### config.mk
export PLATFORM = sky130hd
export DESIGN_NAME = cbus_rr_arbiter
export DESIGN_NICKNAME = d
export VERILOG_FILES = /design/src/rtl/cbus_rr_arbiter_pkg.sv /design/src/rtl/cbus_rr_pick.sv /design/src/rtl/cbus_rr_arbiter.sv
export SDC_FILE = /design/constraint.sdc
export NUM_CORES = 1
export LEC_CHECK = 0
export CAP_MARGIN = 5
export CELL_PAD_IN_SITES_DETAIL_PLACEMENT = 1
export CELL_PAD_IN_SITES_GLOBAL_PLACEMENT = 1
export CORE_ASPECT_RATIO = 1.75
export CORE_MARGIN = 4
export CORE_UTILIZATION = 13
export CTS_BUF_LIST = sky130_fd_sc_hd__clkbuf_4 sky130_fd_sc_hd__clkbuf_8 sky130_fd_sc_hd__clkbuf_16
export CTS_CLUSTER_SIZE = 30
export DETAILED_ROUTE_END_ITERATION = 7
export PLACE_DENSITY = 0.86
export RECOVER_POWER = 50
export SLEW_MARGIN = 30
export SYNTH_ARGS = -nofsm -noshare
export SYNTH_HDL_FRONTEND = slang
export SYNTH_SLANG_ARGS = --single-unit
### constraint.sdc
create_clock -name clk -period 1.6 [get_ports clk]
set_clock_uncertainty 0.2 [all_clocks]
set_input_delay 0.16 -clock clk [delete_from_list [all_inputs] [get_ports clk]]
set_output_delay 0.16 -clock clk [all_outputs]
set_load 0.02 [all_outputs]
### src/rtl/cbus_rr_arbiter_pkg.sv
// Shared CBus types, arbiter state encoding and index-width helper for cbus_rr_arbiter.
package cbus_rr_arbiter_pkg;

  typedef struct packed {
    logic        valid;
    logic        we;
    logic [31:0] addr;
    logic [31:0] data;
    logic [3:0]  strb;
  } cbus_req_t;

  typedef struct packed {
    logic        ready;
    logic        last;
    logic [31:0] data;
  } cbus_resp_t;

  typedef enum logic [0:0] {
    StIdle,
    StBusy
  } arb_state_t;

  // A single requester still needs a 1-bit index.
  function automatic int unsigned idx_width(int unsigned n);
    return (n > 1) ? $clog2(n) : 1;
  endfunction

endpackage

### src/rtl/cbus_rr_pick.sv
// Combinational rotated priority encoder: first valid index at or after rr_ptr_i, wrapping.
module cbus_rr_pick
  import cbus_rr_arbiter_pkg::*;
#(
  parameter int unsigned NUM_INPUTS = 2,
  parameter bit          RR_EN      = 1'b1
) (
  input  logic [NUM_INPUTS-1:0]            valid_i,
  input  logic [idx_width(NUM_INPUTS)-1:0] rr_ptr_i,
  output logic                             any_valid_o,
  output logic [idx_width(NUM_INPUTS)-1:0] win_o
);

  localparam int unsigned IdxW = idx_width(NUM_INPUTS);

  int unsigned     start;
  int unsigned     idx;
  logic [IdxW-1:0] cand;

  always_comb begin
    any_valid_o = 1'b0;
    win_o       = '0;
    idx         = 0;
    cand        = '0;
    // Fixed priority is just a scan that always starts at index 0.
    start       = RR_EN ? 32'(rr_ptr_i) : 0;
    for (int unsigned i = 0; i < NUM_INPUTS; i++) begin
      idx = start + i;
      if (idx >= NUM_INPUTS) begin
        idx = idx - NUM_INPUTS;
      end
      cand = IdxW'(idx);
      if (!any_valid_o && valid_i[cand]) begin
        any_valid_o = 1'b1;
        win_o       = cand;
      end
    end
  end

endmodule

### src/rtl/cbus_rr_arbiter.sv
// N-input round-robin / fixed-priority CBus arbiter holding each grant for a whole burst.
// Optional per-input saturating grant counters are built when CBUS_ARB_PERF_EN is defined.
module cbus_rr_arbiter
  import cbus_rr_arbiter_pkg::*;
#(
  parameter int unsigned NUM_INPUTS = 2,
  parameter bit          RR_EN      = 1'b1,
  parameter int unsigned CNT_WIDTH  = 32
) (
  input  logic                                 clk,
  input  logic                                 reset,
  input  cbus_req_t  [NUM_INPUTS-1:0]          ireqs,
  output cbus_resp_t [NUM_INPUTS-1:0]          iresps,
  output cbus_req_t                            oreq,
  input  cbus_resp_t                           oresp,
`ifdef CBUS_ARB_PERF_EN
  output logic [NUM_INPUTS-1:0][CNT_WIDTH-1:0] grant_cnt,
`endif
  output logic [idx_width(NUM_INPUTS)-1:0]     grant_idx,
  output logic                                 busy
);

  localparam int unsigned IdxW    = idx_width(NUM_INPUTS);
  localparam logic [IdxW-1:0] LastIdx = IdxW'(NUM_INPUTS - 1);

  if (NUM_INPUTS < 1 || CNT_WIDTH < 1) begin : g_param_chk
    $error("cbus_rr_arbiter: NUM_INPUTS and CNT_WIDTH must be at least 1");
  end

  arb_state_t            state_q, state_d;
  logic [IdxW-1:0]       grant_q, grant_d;
  logic [IdxW-1:0]       rr_ptr_q, rr_ptr_d;
  logic [IdxW-1:0]       win;
  logic [NUM_INPUTS-1:0] valid_vec;
  logic                  any_valid;
  logic                  done;

  for (genvar g = 0; g < NUM_INPUTS; g++) begin : g_valid
    assign valid_vec[g] = ireqs[g].valid;
  end

  cbus_rr_pick #(
    .NUM_INPUTS (NUM_INPUTS),
    .RR_EN      (RR_EN)
  ) u_pick (
    .valid_i     (valid_vec),
    .rr_ptr_i    (rr_ptr_q),
    .any_valid_o (any_valid),
    .win_o       (win)
  );

  assign done = oresp.ready && oresp.last;

  always_comb begin
    state_d  = state_q;
    grant_d  = grant_q;
    rr_ptr_d = rr_ptr_q;
    unique case (state_q)
      StIdle: begin
        if (any_valid) begin
          state_d = StBusy;
          grant_d = win;
        end
      end
      StBusy: begin
        // Completion beats withdrawal so the finished owner drops to lowest priority.
        if (done) begin
          state_d  = StIdle;
          rr_ptr_d = (grant_q == LastIdx) ? '0 : grant_q + IdxW'(1);
        end else if (!ireqs[grant_q].valid) begin
          state_d = StIdle;
        end
      end
      default: state_d = StIdle;
    endcase
  end

  always_ff @(posedge clk or negedge reset) begin
    if (!reset) begin
      state_q  <= StIdle;
      grant_q  <= '0;
      rr_ptr_q <= '0;
    end else begin
      state_q  <= state_d;
      grant_q  <= grant_d;
      rr_ptr_q <= rr_ptr_d;
    end
  end

  // Live pass-through so later burst beats carry the requester's current data/strobe.
  always_comb begin
    oreq   = '0;
    iresps = '0;
    if (state_q == StBusy) begin
      oreq            = ireqs[grant_q];
      iresps[grant_q] = oresp;
    end
  end

  assign grant_idx = grant_q;
  assign busy      = (state_q == StBusy);

`ifdef CBUS_ARB_PERF_EN
  logic [NUM_INPUTS-1:0][CNT_WIDTH-1:0] cnt_q, cnt_d;

  always_comb begin
    cnt_d = cnt_q;
    if (state_q == StIdle && any_valid && cnt_q[win] != '1) begin
      cnt_d[win] = cnt_q[win] + CNT_WIDTH'(1);
    end
  end

  always_ff @(posedge clk or negedge reset) begin
    if (!reset) begin
      cnt_q <= '0;
    end else begin
      cnt_q <= cnt_d;
    end
  end

  assign grant_cnt = cnt_q;
`endif

endmodule

==> results.sh <==
export IMPL_status="finished with violations"
export IMPL_violations="setup timing"
export IMPL_power_switching_uw=4130
export IMPL_synth_distinct_cells=17
export IMPL_hold_slack_ns=0.367
export IMPL_die_area_sq_um=16600
export IMPL_cts_tree="done"
export IMPL_path_class="flop to output pin"
export IMPL_cts_sinks=3
export IMPL_cts_root_buf="clkbuf_16"
export IMPL_synthToLayoutAreaGrowth_pct=216
export IMPL_firstDrtPassIters=3
export IMPL_grt_max_degree=63
export IMPL_finalCritPeriodShare=1.23
export IMPL_syn_nets=426
export IMPL_ant_nets=0
export IMPL_crit_fanout=5
export IMPL_ios=316
export IMPL_die_w_microns=99.2
export IMPL_drc=0
export IMPL_gp_routability_congestion=0.793
export IMPL_dp_final_hpwl_microns=10800
export IMPL_cp_slowest_cell="dfrtp_4"
export IMPL_rsz0062_at_grt="yes"
export IMPL_cp_end_kind="output pin"
export IMPL_synthCells=250
export IMPL_hp_class="flop to flop"
export IMPL_final_cell_area_sq_um=5990
export IMPL_grt_pass1_vias=3624
export IMPL_track_usage=0.154
export IMPL_p_per_area_nw_per_um2=1560
export IMPL_slew_violations=0
export IMPL_ctsLongestPathBuffers=2
export IMPL_ir_drop_v=0.000785
export IMPL_internal_power_uw=5230
export IMPL_dpl_cell_area_sq_um=5320
export IMPL_stdcell_count=768
export IMPL_finalPower_uw=9360
export IMPL_hold_depth=2
export IMPL_crit_chain="buf_8 -> buf_12 -> buf_6 -> mux2i_4 -> nor2b_1 -> buf_4"
export IMPL_fill_cells=1634
export IMPL_first_iter_violations=35
export IMPL_drv_cap=0
export IMPL_n_antenna_cell=0
export IMPL_worst_pin_slew_ns=0.236
export IMPL_cts_clk_slew_worst_paths_ns=0.03
export IMPL_switching_share=0.441
export IMPL_relSlewSlack=0.842
export IMPL_wl_per_cell_microns=19.2
export IMPL_setup_viol=139
export IMPL_wirelength_microns=14800
export IMPL_portBuffers=315
export IMPL_grt_overflow=0
export IMPL_cts_buffers=3
export IMPL_setup_slack_ns=-0.372
export IMPL_r2r_cells=6
export IMPL_num_vias=3249
export IMPL_clk_latency_ns=0.23
export IMPL_sequentialPowerShare=0.018
export IMPL_ys_warn_count=0
export IMPL_antenna_found_initial=0
export IMPL_grt_pass1_wl_microns=20400
export IMPL_finalHoldViolCount=0
export IMPL_post_route_min_period_ns=1.97
export IMPL_arrival_ns=1.61
export IMPL_crit_required_ns=1.24
export IMPL_start_util=0.132
export IMPL_p_leak_uw=0.00285
export IMPL_syn_area_sq_um=1890
export IMPL_synth_seq_cells=3
export IMPL_clock_power_share=0.045
export IMPL_synth_area_per_cell_sq_um=7.57
export IMPL_layout_nets=765
export IMPL_vias_per_cell=4.23
export IMPL_rows=58
export IMPL_coreArea_sq_um=14400
export IMPL_cp_start_kind="flop"
export IMPL_ys_seq_area_frac=0.0397
export IMPL_slowest_delay_ns=0.48
export IMPL_pwr_share_comb=0.937
export IMPL_drive_gt1_frac=0.459
export IMPL_finalCoreUtilization=0.417
export IMPL_max_freq_mhz=507
export IMPL_htreeDepth=1
export IMPL_dp_cells=730
export IMPL_die_h_microns=168
-- path summary, 6_finish.rpt --
| kind | start | endpoint | slack (ns) |
|---|---|---|---|
| setup / recovery | grant_idx$_DFFE_PN0P_ | oreq[69] | -0.37 |
| hold / removal | rr_ptr_q$_DFFE_PN0P_ | grant_idx$_DFFE_PN0P_ | 0.37 |
| setup reg to reg | grant_idx$_DFFE_PN0P_ | busy$_DFF_PN0_ | -0.05 |
| hold reg to reg | rr_ptr_q$_DFFE_PN0P_ | grant_idx$_DFFE_PN0P_ | 0.37 |
| max in group asynchronous | reset | grant_idx$_DFFE_PN0P_ | 0.42 |
| min in group asynchronous | reset | grant_idx$_DFFE_PN0P_ | 0.60 |
-- cell usage after synthesis --
cell / number / area (sq um)
clkbuf_2: 5 / 25.0
nand3_1: 1 / 5.00
nor2_1: 2 / 7.51
dfrtp_1: 3 / 75.1
and2_1: 34 / 213
inv_1: 1 / 3.75
and3_1: 34 / 213
buf_2: 3 / 15.0
o22ai_1: 1 / 6.26
buf_6: 7 / 78.8
a2bb2oi_1: 1 / 8.76
nor2b_1: 72 / 450
nand2_1: 2 / 7.51
mux2i_1: 71 / 711
buf_4: 4 / 30.0
nor2b_4: 1 / 13.8
clkbuf_1: 8 / 30.0
-- power by group through the flow --
stage,logic (uW),registers (uW),clock network [uW]
floorplan,3840,159,0
global placement,6800,198,0
detailed placement,6960,204,0
CTS,7540,223,427
global route,9250,173,433
finish,8770,167,425
-- cells by family (layout without fill, tap and decap cells) --
kind of cell | Yosys count | after routing | share of synthesized area
multiplexers | 71 | 71 | 0.375
AND/OR/NAND/NOR | 146 | 146 | 0.480
AO/OA/AOI/OAI | 2 | 2 | 0.00793
flip-flops | 3 | 3 | 0.0397
buffers and inverters | 28 | 366 | 0.0965
-- critical path: cells and delay by family (launching register included) --
kind                   cells  cell delay (ns)
flip-flops                 1             0.48
multiplexers               1             0.18
AND/OR/NAND/NOR            1             0.15
buffers and inverters      4             0.57
-- metrics by stage --
stage / worst slack [ns] / setup TNS (ns)
2_1_floorplan: 0.0227 / 0
3_3_place_gp: -0.439 / -46.38
3_5_place_dp: -0.459 / -50.72
4_1_cts: -0.403 / -36.97
5_1_grt: -0.415 / -38.72
6_report: -0.372 / -31.88
-- layout by cell type, fill, tap and decap left out --
master           count
a2bb2oi_1            1
and2_1               1
and2_4              33
and3_1              23
and3_4              11
buf_12              11
buf_16               6
buf_2               15
buf_4               80
buf_6               63
buf_8                1
clkbuf_16            8
clkbuf_2             3
clkbuf_4             1
clkdlybuf4s50_1    174
dfrtp_1              1
dfrtp_2              1
dfrtp_4              1
dlygate4sd3_1        2
dlymetal6s2s_1       1
inv_1                1
mux2i_1             57
mux2i_2             12
mux2i_4              2
nand2_1              2
nand3_1              1
nor2_1               2
nor2b_1             52
nor2b_2             20
nor2b_4              1
o22ai_2              1
-- layer usage --
| layer | vias up | part of all wire | global-route usage |
|---|---|---|---|
| li1 | 1521 | - | - |
| met1 | 1494 | 0.32 | 0.151 |
| met2 | 205 | 0.56 | 0.302 |
| met3 | 29 | 0.091 | 0.0463 |
| met4 | 0 | 0.029 | 0.0422 |
| met5 | - | 0 | 0 |
-- sequential cells by signal, indices dropped and copies added (netlist names) --
name	flops
rr_ptr_q	1
grant_idx	1
busy	1
-- area by class of cell --
type,instances,area [sq um],area share
clock buffer,4,82.6,0.0138
inverter,1,3.75,0.000627
multi-input combinational,219,1900,0.317
sequential,3,80.1,0.0134
tap,180,225,0.0376
timing repair buffer,361,3700,0.618
-- what timing repair did --
action,4_1_cts,5_1_grt
hold endpoints to repair,3,0
endpoints found under the setup margin,141,141
pin swaps,1,22
setup buffers,10,11
gates resized for setup,535,268
hold buffers,1,0
cloned,7,6
(Power assumes the default switching activity.)
